### config.mk
export PLATFORM = sky130hd
export DESIGN_NAME = acc_param
export DESIGN_NICKNAME = d
export VERILOG_FILES = /design/src/rtl/acc_param.sv
export SDC_FILE = /design/constraint.sdc
export NUM_CORES = 1
export LEC_CHECK = 0
export CORE_MARGIN = 2
export CORE_UTILIZATION = 40
export DETAILED_ROUTE_END_ITERATION = 6
export PLACE_DENSITY = 0.65
export REMOVE_ABC_BUFFERS = 1
export SKIP_CTS_REPAIR_TIMING = 1
export SYNTH_ARGS = -nofsm -noshare
export SYNTH_HDL_FRONTEND = slang
export SYNTH_SLANG_ARGS = --single-unit
### constraint.sdc
create_clock -name clk -period 7.53 [get_ports clk]
set_input_delay 1.1295 -clock clk [delete_from_list [all_inputs] [get_ports clk]]
set_output_delay 1.1295 -clock clk [all_outputs]
set_load 0.03 [all_outputs]
### src/rtl/acc_param.sv
// Parameterised block accumulator with wrap/saturate and signed/unsigned modes.
// Emits a one-cycle o_valid pulse with the block sum every i_dump_len samples.
module acc_param #(
  parameter int NB_DATA  = 3,
  parameter int NB_ACC   = 6,
  parameter int NB_CNT   = 4,
  parameter int SIGNED   = 0,
  parameter int SATURATE = 0
) (
  input  logic              clk,
  input  logic              i_rst,
  input  logic              i_valid,
  input  logic              i_clear,
  input  logic [1:0]        i_sel,
  input  logic [NB_DATA-1:0] i_data1,
  input  logic [NB_DATA-1:0] i_data2,
  input  logic [NB_CNT-1:0] i_dump_len,
  output logic [NB_ACC-1:0] o_data,
  output logic              o_carry,
  output logic              o_ovf_sticky,
  output logic              o_valid
);

  localparam int NE = NB_ACC + 1;

  typedef enum logic [1:0] {
    IDLE,
    RUN,
    DUMP
  } state_t;

  state_t            state;
  logic [NB_CNT-1:0] cnt;

  logic              accept;
  logic [NE-1:0]     opnd;
  logic [NE-1:0]     base;
  logic [NE-1:0]     sum;
  logic              ovf;
  logic              neg;
  logic [NB_ACC-1:0] res;
  logic [NB_CNT-1:0] cnt_nxt;
  logic              done;

  function automatic logic [NE-1:0] ext(
    input logic [NB_DATA-1:0] d
  );
    logic fill;
    fill = (SIGNED != 0) & d[NB_DATA-1];
    return {{(NE-NB_DATA){fill}}, d};
  endfunction

  // Operand select, extended add, overflow detect and clamp.
  always_comb begin
    opnd = '0;
    unique case (i_sel)
      2'b00:   opnd = ext(i_data1);
      2'b01:   opnd = ext(i_data2);
      2'b10:   opnd = ext(i_data1) + ext(i_data2);
      default: opnd = '0;
    endcase

    // Only a running block builds on the old sum; a new
    // block always starts from zero.
    base = '0;
    if (state == RUN) begin
      base = {(SIGNED != 0) & o_data[NB_ACC-1], o_data};
    end

    sum = base + opnd;

    if (SIGNED != 0) begin
      ovf = (base[NB_ACC-1] == opnd[NB_ACC-1]) &&
            (sum[NB_ACC-1] != base[NB_ACC-1]);
      neg = base[NB_ACC-1];
    end else begin
      ovf = sum[NB_ACC];
      neg = 1'b0;
    end

    res = sum[NB_ACC-1:0];
    if ((SATURATE != 0) && ovf) begin
      if (SIGNED != 0) begin
        res = neg ? {1'b1, {(NB_ACC-1){1'b0}}}
                  : {1'b0, {(NB_ACC-1){1'b1}}};
      end else begin
        res = '1;
      end
    end

    accept = i_valid & ~i_clear & (i_sel != 2'b11);

    // Count saturates so a long free-run never wraps back
    // below a later-programmed block length.
    if (state == RUN) begin
      cnt_nxt = (cnt == '1) ? cnt : cnt + NB_CNT'(1);
    end else begin
      cnt_nxt = NB_CNT'(1);
    end

    done = (i_dump_len != '0) && (cnt_nxt >= i_dump_len);
  end

  // State, accumulator, flags and block-complete pulse.
  always_ff @(posedge clk) begin
    if (i_rst || i_clear) begin
      state        <= IDLE;
      cnt          <= '0;
      o_data       <= '0;
      o_carry      <= 1'b0;
      o_ovf_sticky <= 1'b0;
      o_valid      <= 1'b0;
    end else begin
      o_valid <= 1'b0;
      if (accept) begin
        o_data       <= res;
        o_carry      <= ovf;
        o_ovf_sticky <= o_ovf_sticky | ovf;
        cnt          <= cnt_nxt;
        if (done) begin
          state   <= DUMP;
          o_valid <= 1'b1;
        end else begin
          state <= RUN;
        end
      end else if (state == DUMP) begin
        state <= IDLE;
        cnt   <= '0;
      end
    end
  end

endmodule
==> run metrics, run 1 <==
number of synthesized flops with an enable pin=0; DRT Pass-1 Iters=4; gpl congestion=between 0.8 and 0.9; RSZ-0062 raised after global routing=false; most frequent cells in the layout=clkdlybuf4s50_1 (24), dfxtp_1 (15), nand2_1 (13), ha_1 (12), a21oi_1 (10); XOR/XNOR Fraction of Synth Area=0.01510; post-layout minimum cycle time=about 3.5 ns; R2R Path End=state[0]$_SDFFE_PP0P_; Syn Inst Count=135; CTS tree=done; # port buffers=24; Place WS=~3.7 ns; first-pass GRT wire length=4450 microns; H-Tree Depth=1; Final Hold Fails=0; setup TNS=0 ns; synth warn=0; commonest non-fill, non-tap cell in the layout=clkdlybuf4s50_1; Remaining Overflow, GRT=0; latest clock arrival within the worst-skew pair=0.28 ns; I/O pin cnt=25; DRC=0; Final Max Tran Viols=0; FF+latch count, synth=15; Initial DRC Count=40; sequential area share after synthesis=0.2589; Synth Area in Compound Gates=0.2168; Final Cell Area=between 1000 and 1500 sq um; final setup vio count=0; Async SR Flop Fraction=0; clk_skew=about 0.0041 ns; Clock Path Buffers=2; Hold Path Class=reg -> reg; Fmax achieved=283.9 MHz; post-place instance area=between 1000 and 1500 sq um; post-synthesis adder-cell area fraction=0.1640; largest net degree at the start of global routing=12; top-area cell type share of the netlist area=0.2589; Critical Path End=o_data[5]$_SDFFE_PP0P_; combinational family with the most area after synthesis=simple AND/OR/NAND/NOR gates; final net count=between 150 and 200; pwr dens=approximately 110 nW/um^2; Num CTS Buffers=3; number of global-route vias before repair=about 990; Die ar.=around 3300 sq um; # rows=19; Die Ht=approximately 58 microns; DP HPWL=between 2000 and 2500 microns; Detail Route Antenna Nets=0; Crit. Startpoint=i_data1[0]; initial antenna violation count=0; Fillers=between 200 and 300; Crit Path Class=in -> reg; Max-slew headroom=0.5794; Synth area leaders=dfxtp_1 (26%), ha_1 (13%), a21oi_1 (4.3%), nand2_1 (4.2%), fa_1 (3.5%); Critical Path AT=about 3.7 ns; fin crit share=0.4678; Least-Margin Pin Slew=approximately 0.6 ns; worst endpoint required time=just under 8 ns; CTS Root Cell=clkbuf_4; area grow syn2layout=23.84%; CTS sink cnt=15; routed wire length=approximately 2600 microns; layout cell share with drive strength beyond 1=0.09434; Worst Reg-to-Reg Cells=9; post-synthesis mux area share=0.03452; reg2reg setup slack=between 4 and 5 ns; status=completed; RR Startpoint=cnt[0]$_SDFFE_PP0P_; kind of start point of the critical path=primary input; vias=around 1000; post-synth top area cell=dfxtp_1; Simple-Gate Fraction of Synth Area=0.2718; Chip Width=roughly 58 microns; Placeable Area=2758 sq um; Post-Syn Area=between 1000 and 1500 sq um; Setup crit end kind=flip-flop; Leakage=slightly below 0.0006 uW; Worst-path clk slew=0.09 ns; # diodes=0; syn_area_per_cell=about 8.6 sq um; Via density=5.500; worst-path maximum fanout=2; Max-Cap Viols=0; GRT Util Overall=0.1655; initial core utilization=0.4206; Peak VDD IR=91.66 uV; final worst slack=about 4 ns; Synth cell types=42; Main synth FF type=dfxtp_1; routed len/inst=approximately 14 microns
==> registers in the layout, summed over array words and instances (netlist names) <==
register,flops
o_valid,1
o_carry,1
cnt,4
o_data,6
o_ovf_sticky,1
state,2
==> cell type report <==
type	count	area [sq um]	area share
clock inverter	1	5.005	0.003484
inverter	4	15.01	0.01045
clock buffer	3	22.52	0.01568
timing repair buffer	24	240.2	0.1672
multi-input combinational	112	814.5	0.5671
tap	31	38.79	0.02700
sequential	15	300.3	0.2091
==> report_power, final <==
part | switching, uW | internal, uW | leakage (uW)
combinational | 18.5 | 17.6 | 0.000455
clock | 26.3 | 19.7 | 0.0000177
sequential | 0.836 | 80.3 | 0.000121
total | 45.6 | 118 | 0.000594
==> worst min path at each step <==
| stage | start | to | slack (ns) | cells after the start |
|---|---|---|---|---|
| after floorplan | cnt[1]$_SDFFE_PP0P_ | cnt[1]$_SDFFE_PP0P_ | 0.48 | 2 |
| after global placement | o_ovf_sticky$_SDFFE_PP0P_ | o_ovf_sticky$_SDFFE_PP0P_ | 0.44 | 2 |
| after detailed placement | o_ovf_sticky$_SDFFE_PP0P_ | o_ovf_sticky$_SDFFE_PP0P_ | 0.45 | 2 |
| after CTS | o_ovf_sticky$_SDFFE_PP0P_ | o_ovf_sticky$_SDFFE_PP0P_ | 0.46 | 2 |
| after global routing | o_carry$_SDFFE_PP0P_ | o_carry$_SDFFE_PP0P_ | 0.50 | 2 |
| final | o_ovf_sticky$_SDFFE_PP0P_ | o_ovf_sticky$_SDFFE_PP0P_ | 0.46 | 2 |
==> synthesized netlist by cell type (all sizes together), types with 3 or more instances <==
cell     n
o21ai    6
a21o     5
or3      3
nand3    8
nand2b   5
ha      12
a211oi   3
nand2   13
nor2     7
and2     5
a21oi   13
dfxtp   15
mux2i    4
nor4     3
inv      4
==> kinds of logic after synthesis <==
kind of cell | Yosys count
compound gates | 35
xor+xnor | 2
fa+ha+maj | 14
buf+inv | 8
flops | 15
mux | 4
simple gates | 57
==> critical path, cell delays in order <==
cell and delay, ns:
clkdlybuf4s50_1 0.43, ha_1 0.24, fa_1 0.48, mux2i_1 0.06
o21ai_0 0.32, ha_1 0.30, a21o_1 0.19, a22oi_1 0.20
nor4_1 0.07, o31a_1 0.27
==> metal layers <==
layer  part of all wire  up-vias  track usage
met3              0.046        2      0.03348
met2               0.44       23       0.2662
met4             0.0031        0      0.01993
li1                   -      543            -
met1               0.51      477       0.2365
met5                  0        -            0
==> per-stage QoR <==
stage               power, uW  std cells  hold WS [ns]    util
global route            172.5        190        0.5045  0.5209
CTS                     164.6        190        0.4646  0.5209
global placement        118.4        186        0.4412  0.5109
finish                  163.1        190        0.4613  0.5209
detailed placement      119.2        186        0.4492  0.5109
floorplan               102.6        131        0.4772       -
No activity file was read; power rests on OpenSTA's default activity.
==> run 2, diff against run 1 <==
- PLACE_DENSITY: 0.65 -> 0.68
- clock period: 7.53 -> 2.95 ns (I/O delays scaled with it)
==> run metrics, run 2 (synthesized netlist as in run 1, its figures left out) <==
clock share of power=0.277; max reg flops=6; reg2reg setup slack=just over 0.3 ns; initial core utilization=0.4206; commonest non-fill, non-tap cell in the layout=clkdlybuf4s50_1; Worst Hold Path EP=o_carry$_SDFFE_PP0P_; Fmax achieved=about 350 MHz; Worst Reg-to-Reg Cells=9; cell breakdown of the critical path=clkdlybuf4s50_1, ha_2, fa_1, mux2i_1, o21ai_1, buf_4, fa_1, a21o_1, a211oi_2, o21ai_1, a21oi_1; routed len/inst=between 10 and 15 microns; final net count=just under 200; Initial DRC Count=30; hold path start=o_carry$_SDFFE_PP0P_; Hold WS=between 0.4 and 0.5 ns; kind of start point of the critical path=primary input; Final Max Tran Viols=0; most frequent cells in the layout=clkdlybuf4s50_1 (24), dfxtp_1 (15), nand2_1 (13), ha_1 (11), a21oi_1 (9); Chip Width=slightly below 60 microns; Die ar.=~3300 sq um; latest clock arrival within the worst-skew pair=between 0.2 and 0.3 ns; RR Startpoint=cnt[1]$_SDFFE_PP0P_; Final Cell Area=approximately 1500 sq um; fin crit share=0.9627; Pwr Total=425.3 uW; final worst slack=approximately 0.11 ns; Clock Path Buffers=2; DRC=0; Crit Path Class=in -> reg; routed wire length=~2600 microns; DP HPWL=about 2100 microns; Largest Register=o_data; pwr dens=between 200 and 300 nW/um^2; gpl congestion=slightly below 0.8; R2R Path End=state[0]$_SDFFE_PP0P_; hold depth=2; CP peak stage delay=roughly 0.51 ns; GRT Util Overall=0.1657; CTS Root Cell=clkbuf_4; Die Ht=between 50 and 60 microns; post-layout minimum cycle time=about 2.8 ns; number of global-route vias before repair=about 1000; Detail Route Antenna Nets=0; post-place instance area=~1500 sq um; Via density=roughly 5.6; area grow syn2layout=28.59%; # port buffers=24; H-Tree Depth=1; layout cell share with drive strength beyond 1=0.1394; Placeable Area=between 2000 and 3000 sq um; Largest regs=o_data (6), cnt (4), state (2); clk_skew=0.004499 ns; largest net degree at the start of global routing=12; Place WS=-0.2294 ns; sw frac=0.2738; non-filler cells, final=approximately 200; I/O pin cnt=25; Internal=308.8 uW; final setup vio count=0; Flop pwr share=0.487; CTS tree=done; CTS sink cnt=15; worst endpoint required time=roughly 3.2 ns; first-pass GRT wire length=4381 microns; Max-slew headroom=0.5838; vias=around 1100; Critical Path AT=3.06 ns; Leakage=just over 0.0006 uW; DRT Pass-1 Iters=4; Placed Cells=192; Worst-path clk slew=0.09 ns; Psw=roughly 120 uW; Hold Path Class=reg -> reg; Num CTS Buffers=3; CP max-delay cell=clkdlybuf4s50_1; Least-Margin Pin Slew=0.6086 ns; Peak VDD IR=around 170 uV; Logic pwr share=0.237; Max-Cap Viols=0; worst-path maximum fanout=2; # diodes=0; Remaining Overflow, GRT=0; Fillers=between 200 and 300; RSZ-0062 raised after global routing=true; Final Hold Fails=0; # rows=19; status=completed; Setup crit end kind=flip-flop; initial antenna violation count=0
run 2: cell count changes in the layout (fill, tap and decap cells not counted), sizes merged:
cell,before,now
clkbuf,3,4
clkinv,1,0
buf,0,6
run 2: stage by stage:
| stage | TNS [ns] | utilization |
|---|---|---|
| 4_1_cts | 0 | 0.5368 |
| 6_report | 0 | 0.5408 |
| 3_5_place_dp | -0.9059 | 0.5272 |
| 3_3_place_gp | -0.5416 | 0.5272 |
| 2_1_floorplan | 0 | - |
| 5_1_grt | -0.01671 | 0.5408 |
run 2: power by group through the flow:
stage / registers (uW) / clock network [uW] / logic (uW)
3_3_place_gp: 212 / 0 / 97.0
2_1_floorplan: 214 / 0 / 47.7
4_1_cts: 207 / 120 / 100
3_5_place_dp: 212 / 0 / 99.7
5_1_grt: 208 / 128 / 112
6_report: 207 / 118 / 101
run 2: worst max path at each step:
| stage | cells after the start | startpoint | slack (ns) | endpoint |
|---|---|---|---|---|
| finish | 11 | i_data1[0] | 0.11 | o_data[4]$_SDFFE_PP0P_ |
| global route | 11 | i_data1[0] | -0.02 | o_data[4]$_SDFFE_PP0P_ |
| CTS | 11 | i_data1[0] | 0.05 | o_data[4]$_SDFFE_PP0P_ |
| detailed placement | 11 | i_data1[0] | -0.23 | o_carry$_SDFFE_PP0P_ |
| global placement | 11 | i_data1[0] | -0.16 | o_carry$_SDFFE_PP0P_ |
| floorplan | 9 | i_data1[0] | 0.41 | o_data[5]$_SDFFE_PP0P_ |
run 2: per-layer routing:
metal / wire length, microns / GRT usage / up-vias
met5: 0 / 0 / -
met4: 21 / 0.04983 / 0
met3: 108 / 0.02902 / 2
met2: 1317 / 0.2971 / 25
met1: 1145 / 0.2011 / 524
li1: - / - / 552
run 2: area by class of cell:
cell class	count	area, sq um	share of cell area
Clock buffer	4	26.28	0.01762
Inverter	4	15.01	0.01007
Tap cell	31	38.79	0.02601
Multi-Input combinational cell	112	825.8	0.5537
Timing Repair Buffer	30	285.3	0.1913
Sequential cell	15	300.3	0.2013
run 2: critical path, delay by kind of cell:
| kind | cells | cell delay (ns) |
|---|---|---|
| compound gates | 5 | 0.77 |
| buf+inv | 2 | 0.66 |
| mux | 1 | 0.16 |
| fa+ha+maj | 3 | 1.03 |
